### src/rtl/gpa_fhdo_pkg.sv
// Shared definitions for the GPA-FHDO SPI responder.
// Holds the 24-bit frame field positions, the channel count, the bit
// counter width and the receive FSM state encoding.
package gpa_fhdo_pkg;

    localparam int FRAME_BITS = 24;
    localparam int WR_BIT     = 19;
    localparam int CH_MSB     = 18;
    localparam int CH_LSB     = 16;
    localparam int PAYLOAD_W  = 16;
    localparam int NUM_CH     = 4;

    // Bit counter saturates rather than wrapping, so overlong frames can
    // never alias back to a legal length.
    localparam int           CNT_W   = 6;
    localparam logic [5:0]   CNT_MAX = 6'h3F;

    typedef enum logic [1:0] {
        IDLE  = 2'd0,
        SHIFT = 2'd1,
        CHECK = 2'd2
    } state_t;

endpackage

### src/rtl/gpa_fhdo_sync_edge.sv
// Input synchroniser with edge detection.
// Brings one asynchronous SPI pin into the clk domain through SYNC_STAGES
// flops, then compares the synchronised level with its previous sample.
// Ports:
//   clk      in   system clock
//   rst_n    in   asynchronous active-low reset (all flops clear to 0)
//   i_async  in   raw pin
//   o_level  out  synchronised level
//   o_rise   out  one-cycle pulse on a 0->1 transition of o_level
//   o_fall   out  one-cycle pulse on a 1->0 transition of o_level
module gpa_fhdo_sync_edge #(
    parameter int SYNC_STAGES = 2
) (
    input  logic clk,
    input  logic rst_n,
    input  logic i_async,
    output logic o_level,
    output logic o_rise,
    output logic o_fall
);

    logic [SYNC_STAGES-1:0] r_sync;
    logic                   r_prev;

    // Clearing to 0 matters for csn: if csn is already low when reset is
    // released, no falling edge is seen and the FSM stays in IDLE.
    always_ff @(posedge clk or negedge rst_n) begin
        if (!rst_n) begin
            r_sync <= '0;
            r_prev <= 1'b0;
        end else begin
            r_sync <= {r_sync[SYNC_STAGES-2:0], i_async};
            r_prev <= r_sync[SYNC_STAGES-1];
        end
    end

    assign o_level = r_sync[SYNC_STAGES-1];
    assign o_rise  =  r_sync[SYNC_STAGES-1] & ~r_prev;
    assign o_fall  = ~r_sync[SYNC_STAGES-1] &  r_prev;

endmodule

### src/rtl/gpa_fhdo_spi_rx.sv
// SPI responder emulating the GPA-FHDO 4-channel DAC.
// Deserialises 24-bit frames (MSB first, sampled on the sclk falling edge),
// decodes {ignored[23:20], write[19], channel[18:16], payload[15:0]} and
// holds the last value written to each channel. Frames with bit19=0 are
// passed out raw on cmd_o.
// Optional build macro: GPA_FHDO_SPI_RX_READBACK_EN
//   defined   : fhd_sdi_o shifts out {8'h00, chK} (K = last written channel)
//               MSB first, one bit per sclk rising edge.
//   undefined : fhd_sdi_o is tied low.
// Ports:
//   clk, rst_n            system clock, asynchronous active-low reset
//   fhd_clk_i/sdo_i/csn_i SPI clock, data (master out), chip select (low)
//   fhd_sdi_o             readback data to the master
//   ch0_o..ch3_o          channel registers
//   upd_o, upd_ch_o       one-cycle update pulse and its channel
//   cmd_o, cmd_valid_o    last non-DAC frame and its pulse
//   frame_err_o           sticky error, cleared by the next good frame
module gpa_fhdo_spi_rx
    import gpa_fhdo_pkg::*;
#(
    parameter int FRAME_BITS  = 24,
    parameter int SYNC_STAGES = 2
) (
    input  logic                  clk,
    input  logic                  rst_n,
    input  logic                  fhd_clk_i,
    input  logic                  fhd_sdo_i,
    input  logic                  fhd_csn_i,
    output logic                  fhd_sdi_o,
    output logic [PAYLOAD_W-1:0]  ch0_o,
    output logic [PAYLOAD_W-1:0]  ch1_o,
    output logic [PAYLOAD_W-1:0]  ch2_o,
    output logic [PAYLOAD_W-1:0]  ch3_o,
    output logic                  upd_o,
    output logic [1:0]            upd_ch_o,
    output logic [23:0]           cmd_o,
    output logic                  cmd_valid_o,
    output logic                  frame_err_o
);

    logic w_sclk_lvl, w_sclk_rise, w_sclk_fall;
    logic w_sdo_lvl,  w_sdo_rise,  w_sdo_fall;
    logic w_csn_lvl,  w_csn_rise,  w_csn_fall;

    gpa_fhdo_sync_edge #(.SYNC_STAGES(SYNC_STAGES)) u_sync_sclk (
        .clk(clk), .rst_n(rst_n), .i_async(fhd_clk_i),
        .o_level(w_sclk_lvl), .o_rise(w_sclk_rise), .o_fall(w_sclk_fall)
    );

    gpa_fhdo_sync_edge #(.SYNC_STAGES(SYNC_STAGES)) u_sync_sdo (
        .clk(clk), .rst_n(rst_n), .i_async(fhd_sdo_i),
        .o_level(w_sdo_lvl), .o_rise(w_sdo_rise), .o_fall(w_sdo_fall)
    );

    gpa_fhdo_sync_edge #(.SYNC_STAGES(SYNC_STAGES)) u_sync_csn (
        .clk(clk), .rst_n(rst_n), .i_async(fhd_csn_i),
        .o_level(w_csn_lvl), .o_rise(w_csn_rise), .o_fall(w_csn_fall)
    );

    state_t                 r_state;
    logic [FRAME_BITS-1:0]  r_shift;
    logic [CNT_W-1:0]       r_cnt;
    logic                   r_pend;
    logic [PAYLOAD_W-1:0]   r_ch [NUM_CH];
    logic                   r_upd;
    logic [1:0]             r_upd_ch;
    logic [23:0]            r_cmd;
    logic                   r_cmd_valid;
    logic                   r_err;

    logic       w_start;
    logic [2:0] w_frame_ch;
    logic       w_ch_ok;
    logic       w_unused;

    // A csn fall seen during CHECK is parked in r_pend so back-to-back
    // frames start one cycle later from IDLE instead of being lost.
    assign w_start    = (r_state == IDLE) && (w_csn_fall || r_pend);
    assign w_frame_ch = r_shift[CH_MSB:CH_LSB];
    assign w_ch_ok    = int'(w_frame_ch) < NUM_CH;

    always_ff @(posedge clk or negedge rst_n) begin
        if (!rst_n) begin
            r_state     <= IDLE;
            r_shift     <= '0;
            r_cnt       <= '0;
            r_pend      <= 1'b0;
            for (int i = 0; i < NUM_CH; i++) r_ch[i] <= '0;
            r_upd       <= 1'b0;
            r_upd_ch    <= '0;
            r_cmd       <= '0;
            r_cmd_valid <= 1'b0;
            r_err       <= 1'b0;
        end else begin
            r_upd       <= 1'b0;
            r_cmd_valid <= 1'b0;
            case (r_state)
                IDLE: begin
                    r_pend <= 1'b0;
                    if (w_start) begin
                        r_state <= SHIFT;
                        r_cnt   <= '0;
                        r_shift <= '0;
                    end
                end
                SHIFT: begin
                    // Shift before closing so a bit that coincides with the
                    // csn rise still belongs to this frame.
                    if (w_sclk_fall) begin
                        r_shift <= {r_shift[FRAME_BITS-2:0], w_sdo_lvl};
                        if (r_cnt != CNT_MAX) r_cnt <= r_cnt + 1'b1;
                    end
                    if (w_csn_rise) r_state <= CHECK;
                end
                CHECK: begin
                    r_state <= IDLE;
                    r_pend  <= w_csn_fall;
                    if (r_cnt != 6'(FRAME_BITS)) begin
                        r_err <= 1'b1;
                    end else if (r_shift[WR_BIT]) begin
                        if (w_ch_ok) begin
                            r_ch[w_frame_ch[1:0]] <= r_shift[PAYLOAD_W-1:0];
                            r_upd    <= 1'b1;
                            r_upd_ch <= w_frame_ch[1:0];
                            r_err    <= 1'b0;
                        end else begin
                            r_err <= 1'b1;
                        end
                    end else begin
                        r_cmd       <= r_shift[23:0];
                        r_cmd_valid <= 1'b1;
                        r_err       <= 1'b0;
                    end
                end
                default: r_state <= IDLE;
            endcase
        end
    end

    assign ch0_o       = r_ch[0];
    assign ch1_o       = r_ch[1];
    assign ch2_o       = r_ch[2];
    assign ch3_o       = r_ch[3];
    assign upd_o       = r_upd;
    assign upd_ch_o    = r_upd_ch;
    assign cmd_o       = r_cmd;
    assign cmd_valid_o = r_cmd_valid;
    assign frame_err_o = r_err;

`ifdef GPA_FHDO_SPI_RX_READBACK_EN
    logic [FRAME_BITS-1:0] r_tx;
    logic                  r_sdi;

    // r_upd_ch only changes on a valid write, so it already names the
    // channel of the previous valid write (0 after reset). Each sclk rise
    // presents the current MSB, so bit 23 is on the line for the first
    // falling (sampling) edge.
    always_ff @(posedge clk or negedge rst_n) begin
        if (!rst_n) begin
            r_tx  <= '0;
            r_sdi <= 1'b0;
        end else if (w_start) begin
            r_tx  <= {8'h00, r_ch[r_upd_ch]};
            r_sdi <= 1'b0;
        end else if (r_state == SHIFT) begin
            if (w_sclk_rise) begin
                r_sdi <= r_tx[FRAME_BITS-1];
                r_tx  <= {r_tx[FRAME_BITS-2:0], 1'b0};
            end
        end else begin
            r_sdi <= 1'b0;
        end
    end

    assign fhd_sdi_o = r_sdi;
    assign w_unused  = ^{w_csn_lvl, w_sdo_rise, w_sdo_fall, w_sclk_lvl};
`else
    assign fhd_sdi_o = 1'b0;
    assign w_unused  = ^{w_csn_lvl, w_sdo_rise, w_sdo_fall, w_sclk_lvl, w_sclk_rise};
`endif

endmodule
### config.mk
export PLATFORM = sky130hd
export DESIGN_NAME = gpa_fhdo_spi_rx
export DESIGN_NICKNAME = d
export VERILOG_FILES = /design/src/rtl/gpa_fhdo_pkg.sv /design/src/rtl/gpa_fhdo_sync_edge.sv /design/src/rtl/gpa_fhdo_spi_rx.sv
export SDC_FILE = /design/constraint.sdc
export NUM_CORES = 1
export LEC_CHECK = 0
export CORE_ASPECT_RATIO = 1.2
export CORE_MARGIN = 2
export CORE_UTILIZATION = 36
export DETAILED_ROUTE_END_ITERATION = 6
export SLEW_MARGIN = 25
export SYNTH_ARGS = -nofsm -noshare
export SYNTH_HDL_FRONTEND = slang
export SYNTH_SLANG_ARGS = --single-unit
### constraint.sdc
create_clock -name clk -period 2.19 [get_ports clk]
set_input_delay 0.3285 -clock clk [delete_from_list [all_inputs] [get_ports clk]]
set_output_delay 0.3285 -clock clk [all_outputs]
set_load 0.02 [all_outputs]
==> reports/results.tsv, run 1 <==
stage	metric	value	unit
outcome	status	finished with violations	
outcome	failed_checks	negative setup slack	
logic_synthesis	yosysWarningCount	0	
timing	hold_viol	0	
pwr	p_int	5.027	mW
global_routing	grt_start_max_net_pins	59	
logic_synthesis	synth_top_area_share	0.6545	
layout	drive_gt1_frac	0.3233	
cts	cts_tree	done	
critical_path	crit_chain	inv_2, ha_4, nand4b_1, or4_4, buf_6, nor3b_4, buf_6, buf_12, mux2_2	
timing	hold_ws	344.6	ps
logic_synthesis	synthCells	353	
pwr	switchingPower	1.471	mW
timing	fin_crit	2242	ps
pwr	peakVddDrop	0.4671	mV
logic_synthesis	synth.distinct_cells	36	
layout	area_delta_synth_final	43.13	%
pwr	pwr-share-comb	0.093	
logic_synthesis	synthTopCellsByArea	dfrtp_1, mux2_2, nand2_1	
logic_synthesis	yosysSeqAreaShare	0.6545	
timing	rsz0062_at_grt	true	
floorplan	die_area	15100	um^2
critical_path	critPathRequiredTime	2480	ps
cts	cts_inserted_buffers	17	
floorplan	io_pins	99	
timing	skew	4.230	ps
timing	slew_viol_final	0	
critical_path	crit_top_cell	buf_6	
floorplan	die_h	134.2	um
floorplan	die_w	112.5	um
critical_path	cp_max_fo	8	
global_routing	grt_pass1_vias	3512	
critical_path	crit_path_end_kind	flop	
timing	worst_slack	-51.63	ps
logic_synthesis	netlist_area	5085	um^2
timing	period_share	1.024	
pwr	p_sw_frac	0.2264	
layout	n_fill_cell	1142	
timing	setup_violations	17	
placed_design	post-place-ws	-69.51	ps
global_routing	grt_usage	0.1608	
layout	multi_input_area	1708	um^2
cts	cts-root-buf	clkbuf_16	
placed_design	dp.final_hpwl	7437	um
global_routing	antenna_found_initial	0	
placed_design	gp_congestion	0.7005	
route	routed_wl	11340	um
critical_path	startpoint_type	flop	
route	vias	3257	
critical_path	worst-setup-path-type	reg -> reg	
min_path	hold_path_class	reg -> reg	
route	routedWlPerCell	16.95	um
logic_synthesis	synth_area_leader_cell	dfrtp_1	
layout	register_area	3328	um^2
floorplan	row_count	47	
critical_path	cp.arrival	2530	ps
route	route.antenna.remaining_nets	0	
pwr	clkPwrFrac	0.511	
cts	clock_latency	410	ps
cts	clockBufferDepth	2	
route	vias_per_cell	4.868	
layout	mostFrequentLayoutCells	dfrtp_1, clkdlybuf4s50_1, mux2_2	
floorplan	initial_core_util	0.3679	
cts	cts.sinks	133	
timing	fmax	0.4461	GHz
layout	nNetsFinal	492	
critical_path	reg2reg_slack	-50	ps
global_routing	grt-ovfl-total	0	
route	first_pass_iters	4	
route	drc	0	
placed_design	io_buffers	96	
layout	antenna_cells	0	
logic_synthesis	syn_avg_cell_area	14.40	um^2
cts	path_clk_slew	60	ps
logic_synthesis	ys_ff_latch	133	
critical_path	cp_slowest_cell	or4_4	
layout	final_common_cell	dfrtp_1	
pwr	leakage	3.436	nW
floorplan	core	13820	um^2
job	drv_cap	0	
global_routing	grt_pass1_wl	18740	um
cts	cts_max_level	4	
pwr	power_density	892.8	nW/um^2
pwr	p_seq_frac	0.396	
critical_path	slowest_delay	470	ps
route	initialDrtViolationCount	172	
## synthesized netlist by cell type (all sizes together)
master and count:
dfrtp 133, mux2 87, nand2 41, o21ai 18, buf 12, a22o 10, clkbuf 7, nand2b 5
nor2 5, inv 4, a21oi 3, nand3 3, a31oi 2, and3 2, ha 2, mux2i 2
nor2b 2, nor3b 2, a2111oi 1, a221o 1, a221oi 1, a41oi 1, and2 1, conb 1
nand3b 1, nand4b 1, nor3 1, nor4 1, o22a 1, or3 1, or4 1
## what timing repair did
action	CTS	global route
setup buffers	4	0
hold endpoints to repair	48	0
gates cloned	1	0
hold buffers	1	0
endpoints found under the setup margin	42	48
resized for setup	8	2
## state kept, by name, summed over array words and instances, names as in the netlist, 6 cells and up
name / cells
ch0_o: 16
ch3_o: 16
cmd_o: 23
r_shift: 24
ch1_o: 16
r_cnt: 6
ch2_o: 16
## kinds of logic (layout without fill, tap and decap cells)
logic type	count (synthesis)	count (layout)	share of synthesized area
muxes	89	89	0.2040
and+or+nand+nor	67	67	0.06324
adders and majority gates	2	2	0.004920
DFF	133	133	0.6545
other	1	2	0.0007375
buffers and inverters	23	167	0.02338
AOI/OAI and AO/OA	38	38	0.04921
## per-layer routing
| layer | vias up | part of all wire | GRT usage |
|---|---|---|---|
| met5 | - | 0 | 0 |
| met4 | 0 | 0.016 | 0.05623 |
| met3 | 12 | 0.041 | 0.05061 |
| met2 | 86 | 0.50 | 0.2651 |
| met1 | 1661 | 0.44 | 0.2008 |
| li1 | 1498 | - | - |
## critical path: cells and delay by family, from the launching register on
| family | cells | cell delay [ps] |
|---|---|---|
| adder cells (fa/ha/maj) | 1 | 120 |
| buffers and inverters | 4 | 520 |
| flip-flops | 1 | 390 |
| AND/OR/NAND/NOR | 3 | 780 |
| multiplexers | 1 | 330 |
## metrics by stage
stage	TNS (ps)	instance area (um^2)	utilization	total power, mW	instances
floorplan	-1693	5142	-	2.903	354
global placement	0	6480	0.4689	3.149	631
detailed placement	-875.3	6480	0.4689	3.173	631
CTS	-570.8	7271	0.5261	6.562	669
global route	-3340	7278	0.5267	6.744	669
finish	-551.6	7278	0.5267	6.498	669
## area by class of cell
cell class / instances / share of cell area
repair buffers: 131 / 0.1810
clock buffers: 19 / 0.06086
clock inverters: 13 / 0.03473
flip-flops and latches: 133 / 0.4573
inverters: 4 / 0.002063
well taps: 171 / 0.02940
multi-input cells: 198 / 0.2347
## path summary, 6_finish.rpt
path                                            from                    to  cells after the start
worst min register to register  u_sync_csn.r_sync[0]  u_sync_csn.r_sync[1]                      0
worst max register to register              r_cnt[0]              ch2_o[2]                      9
worst max-delay path                        r_cnt[0]              ch2_o[2]                      9
worst min-delay path            u_sync_csn.r_sync[0]  u_sync_csn.r_sync[1]                      0
min in group asynchronous                      rst_n              ch2_o[4]                      2
max in group asynchronous                      rst_n              cmd_o[1]                      3
## power groups by stage
| stage | sequential, mW | clock, mW | combinational (mW) |
|---|---|---|---|
| after CTS | 2.58 | 3.38 | 0.608 |
| final | 2.58 | 3.32 | 0.602 |
| after global routing | 2.59 | 3.49 | 0.673 |
| after floorplan | 2.62 | 0 | 0.279 |
| after global placement | 2.62 | 0 | 0.532 |
| after detailed placement | 2.62 | 0 | 0.554 |
No activity file was read; power rests on OpenSTA's default activity.
==> inputs of run 2 (changes only) <==
Settings changed: CORE_MARGIN 2 to unset.
==> run 2 against run 1 <==
Against the previous run: the run still ends with negative setup slack left; clock power decreased by 15%; setup slack got worse by 5.4 ps; clock-buffer cell count increased by 2; die area decreased by 3.2%; routed wire length decreased by 4.2%; sequential power about the same; register-to-register slack about the same; non-clock buffer count decreased by 4; sequential share of layout area increased by 0.75 points; sequential cell count unchanged; critical path depth decreased by 1; critical endpoint is now ch2_o[4]; highest routed layer unchanged.
==> reports/results.tsv, run 2 (synthesis results as in run 1) <==
stage	metric	value	unit	change
cts	path_clk_slew	50	ps	about the same
pwr	power_density	836.0	nW/um^2	-6.4%
layout	finalInstanceArea	7161	um^2	-1.6%
timing	max_slew.worst_pin.slew	533.7	ps	
pwr	p_seq_frac	0.430		+0.034
layout	regMostFlops	r_shift		
placed_design	dp.final_hpwl	7112	um	-4.4%
pwr	peakVddDrop	0.4563	mV	-2.3%
pwr	p_int	4.536	mW	-9.8%
floorplan	die_area	14610	um^2	-3.2%
layout	antenna_cells	0		unchanged
min_path	hold_path_class	reg -> reg		
critical_path	startpoint_type	flop		
global_routing	grt_pass1_vias	3340		-4.9%
critical_path	cp_max_fo	8		unchanged
floorplan	row_count	47		unchanged
layout	final_common_cell	dfrtp_1		
placed_design	dp.cells	629		-0.32%
pwr	leakage	3.369	nW	-2.0%
floorplan	die_h	132.2	um	-1.5%
timing	max_slew_margin	0.6442		
global_routing	grt_start_max_net_pins	57		-3.4%
global_routing	grt-ovfl-total	0		unchanged
critical_path	crit_path_end_kind	flop		
floorplan	initial_core_util	0.3679		unchanged
critical_path	worst-setup-path-type	reg -> reg		
cts	cts.sinks	133		unchanged
timing	fin_setup_tns	-1264	ps	-712.3 ps
placed_design	gp_congestion	0.7499		+7.1%
outcome	status	finished with violations		
cts	clockBufferDepth	2		unchanged
timing	fin_crit	2247	ps	+5.443 ps
cts	clock_latency	400	ps	about the same
pwr	pwr-share-comb	0.098		+0.005
timing	fmax	0.4450	GHz	-0.24%
route	routed_wl	10870	um	-4.2%
pwr	p_sw_frac	0.2423		+0.01587
global_routing	grt_pass1_wl	17860	um	-4.7%
layout	drive_gt1_frac	0.3198		-0.003455
timing	worst_slack	-57.08	ps	-5.443 ps
placed_design	post-place-ws	-42.40	ps	+27.11 ps
floorplan	die_w	110.5	um	-1.8%
floorplan	core	13820	um^2	unchanged
pwr	clkPwrFrac	0.472		-0.039
layout	mostFrequentLayoutCells	dfrtp_1, clkdlybuf4s50_1, mux2_2		
timing	period_share	1.026		+0.002486
outcome	failed_checks	negative setup slack		
floorplan	io_pins	99		unchanged
timing	hold_viol	0		unchanged
route	first_pass_iters	4		unchanged
timing	slew_viol_final	0		unchanged
cts	cts_max_level	4		unchanged
timing	skew	6.605	ps	+2.375 ps
route	route.antenna.remaining_nets	0		unchanged
route	vias	3221		-1.1%
cts	cts_tree	done		
layout	nNetsFinal	488		-0.81%
layout	finish.utilization	0.5182		-0.008511
placed_design	io_buffers	96		unchanged
route	routedWlPerCell	16.34	um	-3.6%
global_routing	antenna_found_initial	0		unchanged
pwr	switchingPower	1.450	mW	-1.4%
timing	rsz0062_at_grt	true		
route	drc	0		unchanged
layout	largest_register_ffs	24		unchanged
global_routing	grt_usage	0.1575		-0.003232
layout	area_delta_synth_final	40.82	%	
timing	setup_violations	39		+22
critical_path	cp.arrival	2530	ps	about the same
critical_path	critPathRequiredTime	2470	ps	about the same
route	vias_per_cell	4.844		-0.51%
cts	cts-root-buf	clkbuf_16		
cts	cts_inserted_buffers	17		unchanged
layout	final_cells	665		-0.60%
placed_design	placed_area	6477	um^2	about the same
route	initialDrtViolationCount	145		-16%
job	drv_cap	0		unchanged
==> run 2: worst max-delay path, stage by stage, from the launching register on <==
cell,delay (ps)
dfrtp_1,400
inv_2,90
ha_4,120
nand4b_1,130
or4_4,520
buf_6,140
nor3b_4,210
buf_6,210
mux2_4,310
==> run 2: area by class of cell <==
cell class | count | area [um^2]
Clock buffer | 21 | 480.5
Clock inverter | 11 | 125.1
Fill cell | 1163 | 6659
Inverter | 4 | 15.01
Multi-Input combinational cell | 198 | 1727
Sequential cell | 133 | 3328
Tap cell | 171 | 214.0
Timing Repair Buffer | 127 | 1271
==> run 2: worst paths after layout <==
| check | from | slack (ps) | cells after the start | end |
|---|---|---|---|---|
| setup / recovery | r_cnt[0] | -60 | 8 | ch2_o[4] |
| hold / removal | u_sync_sclk.r_sync[0] | 350 | 0 | u_sync_sclk.r_sync[1] |
| setup reg to reg | r_cnt[0] | -60 | 8 | ch2_o[4] |
| hold reg to reg | u_sync_sclk.r_sync[0] | 350 | 0 | u_sync_sclk.r_sync[1] |
| max in group asynchronous | rst_n | 1090 | 3 | r_cnt[1] |
| min in group asynchronous | rst_n | 470 | 2 | cmd_o[5] |
==> run 2: timing repair <==
action,CTS,global route
pin swaps,1,3
hold buffers,1,0
setup endpoints to repair,17,46
buffers inserted,3,1
resized for setup,10,6
cloned,1,0
hold endpoints to repair,54,0
==> run 2: power by group through the flow <==
stage / Combinational, mW / Clock (mW) / Sequential (mW)
detailed placement: 0.544 / 0 / 2.62
global placement: 0.535 / 0 / 2.61
CTS: 0.571 / 2.89 / 2.58
finish: 0.586 / 2.82 / 2.58
global route: 0.649 / 3.00 / 2.59
floorplan: 0.279 / 0 / 2.62
==> run 2: through the flow <==
| stage | hold slack, ps | total power [mW] |
|---|---|---|
| 6_report | 347.3 | 5.986 |
| 5_1_grt | 357.3 | 6.232 |
| 4_1_cts | 349.6 | 6.039 |
| 3_5_place_dp | 337.0 | 3.162 |
| 3_3_place_gp | 329.4 | 3.150 |
| 2_1_floorplan | 32.91 | 2.903 |
==> run 2: metal layers <==
metal	up-vias	track usage	routed length, um
met3	8	0.04460	387
met4	0	0.05556	128
met2	73	0.2536	5332
met5	-	0	0
li1	1489	-	-
met1	1651	0.2036	5016
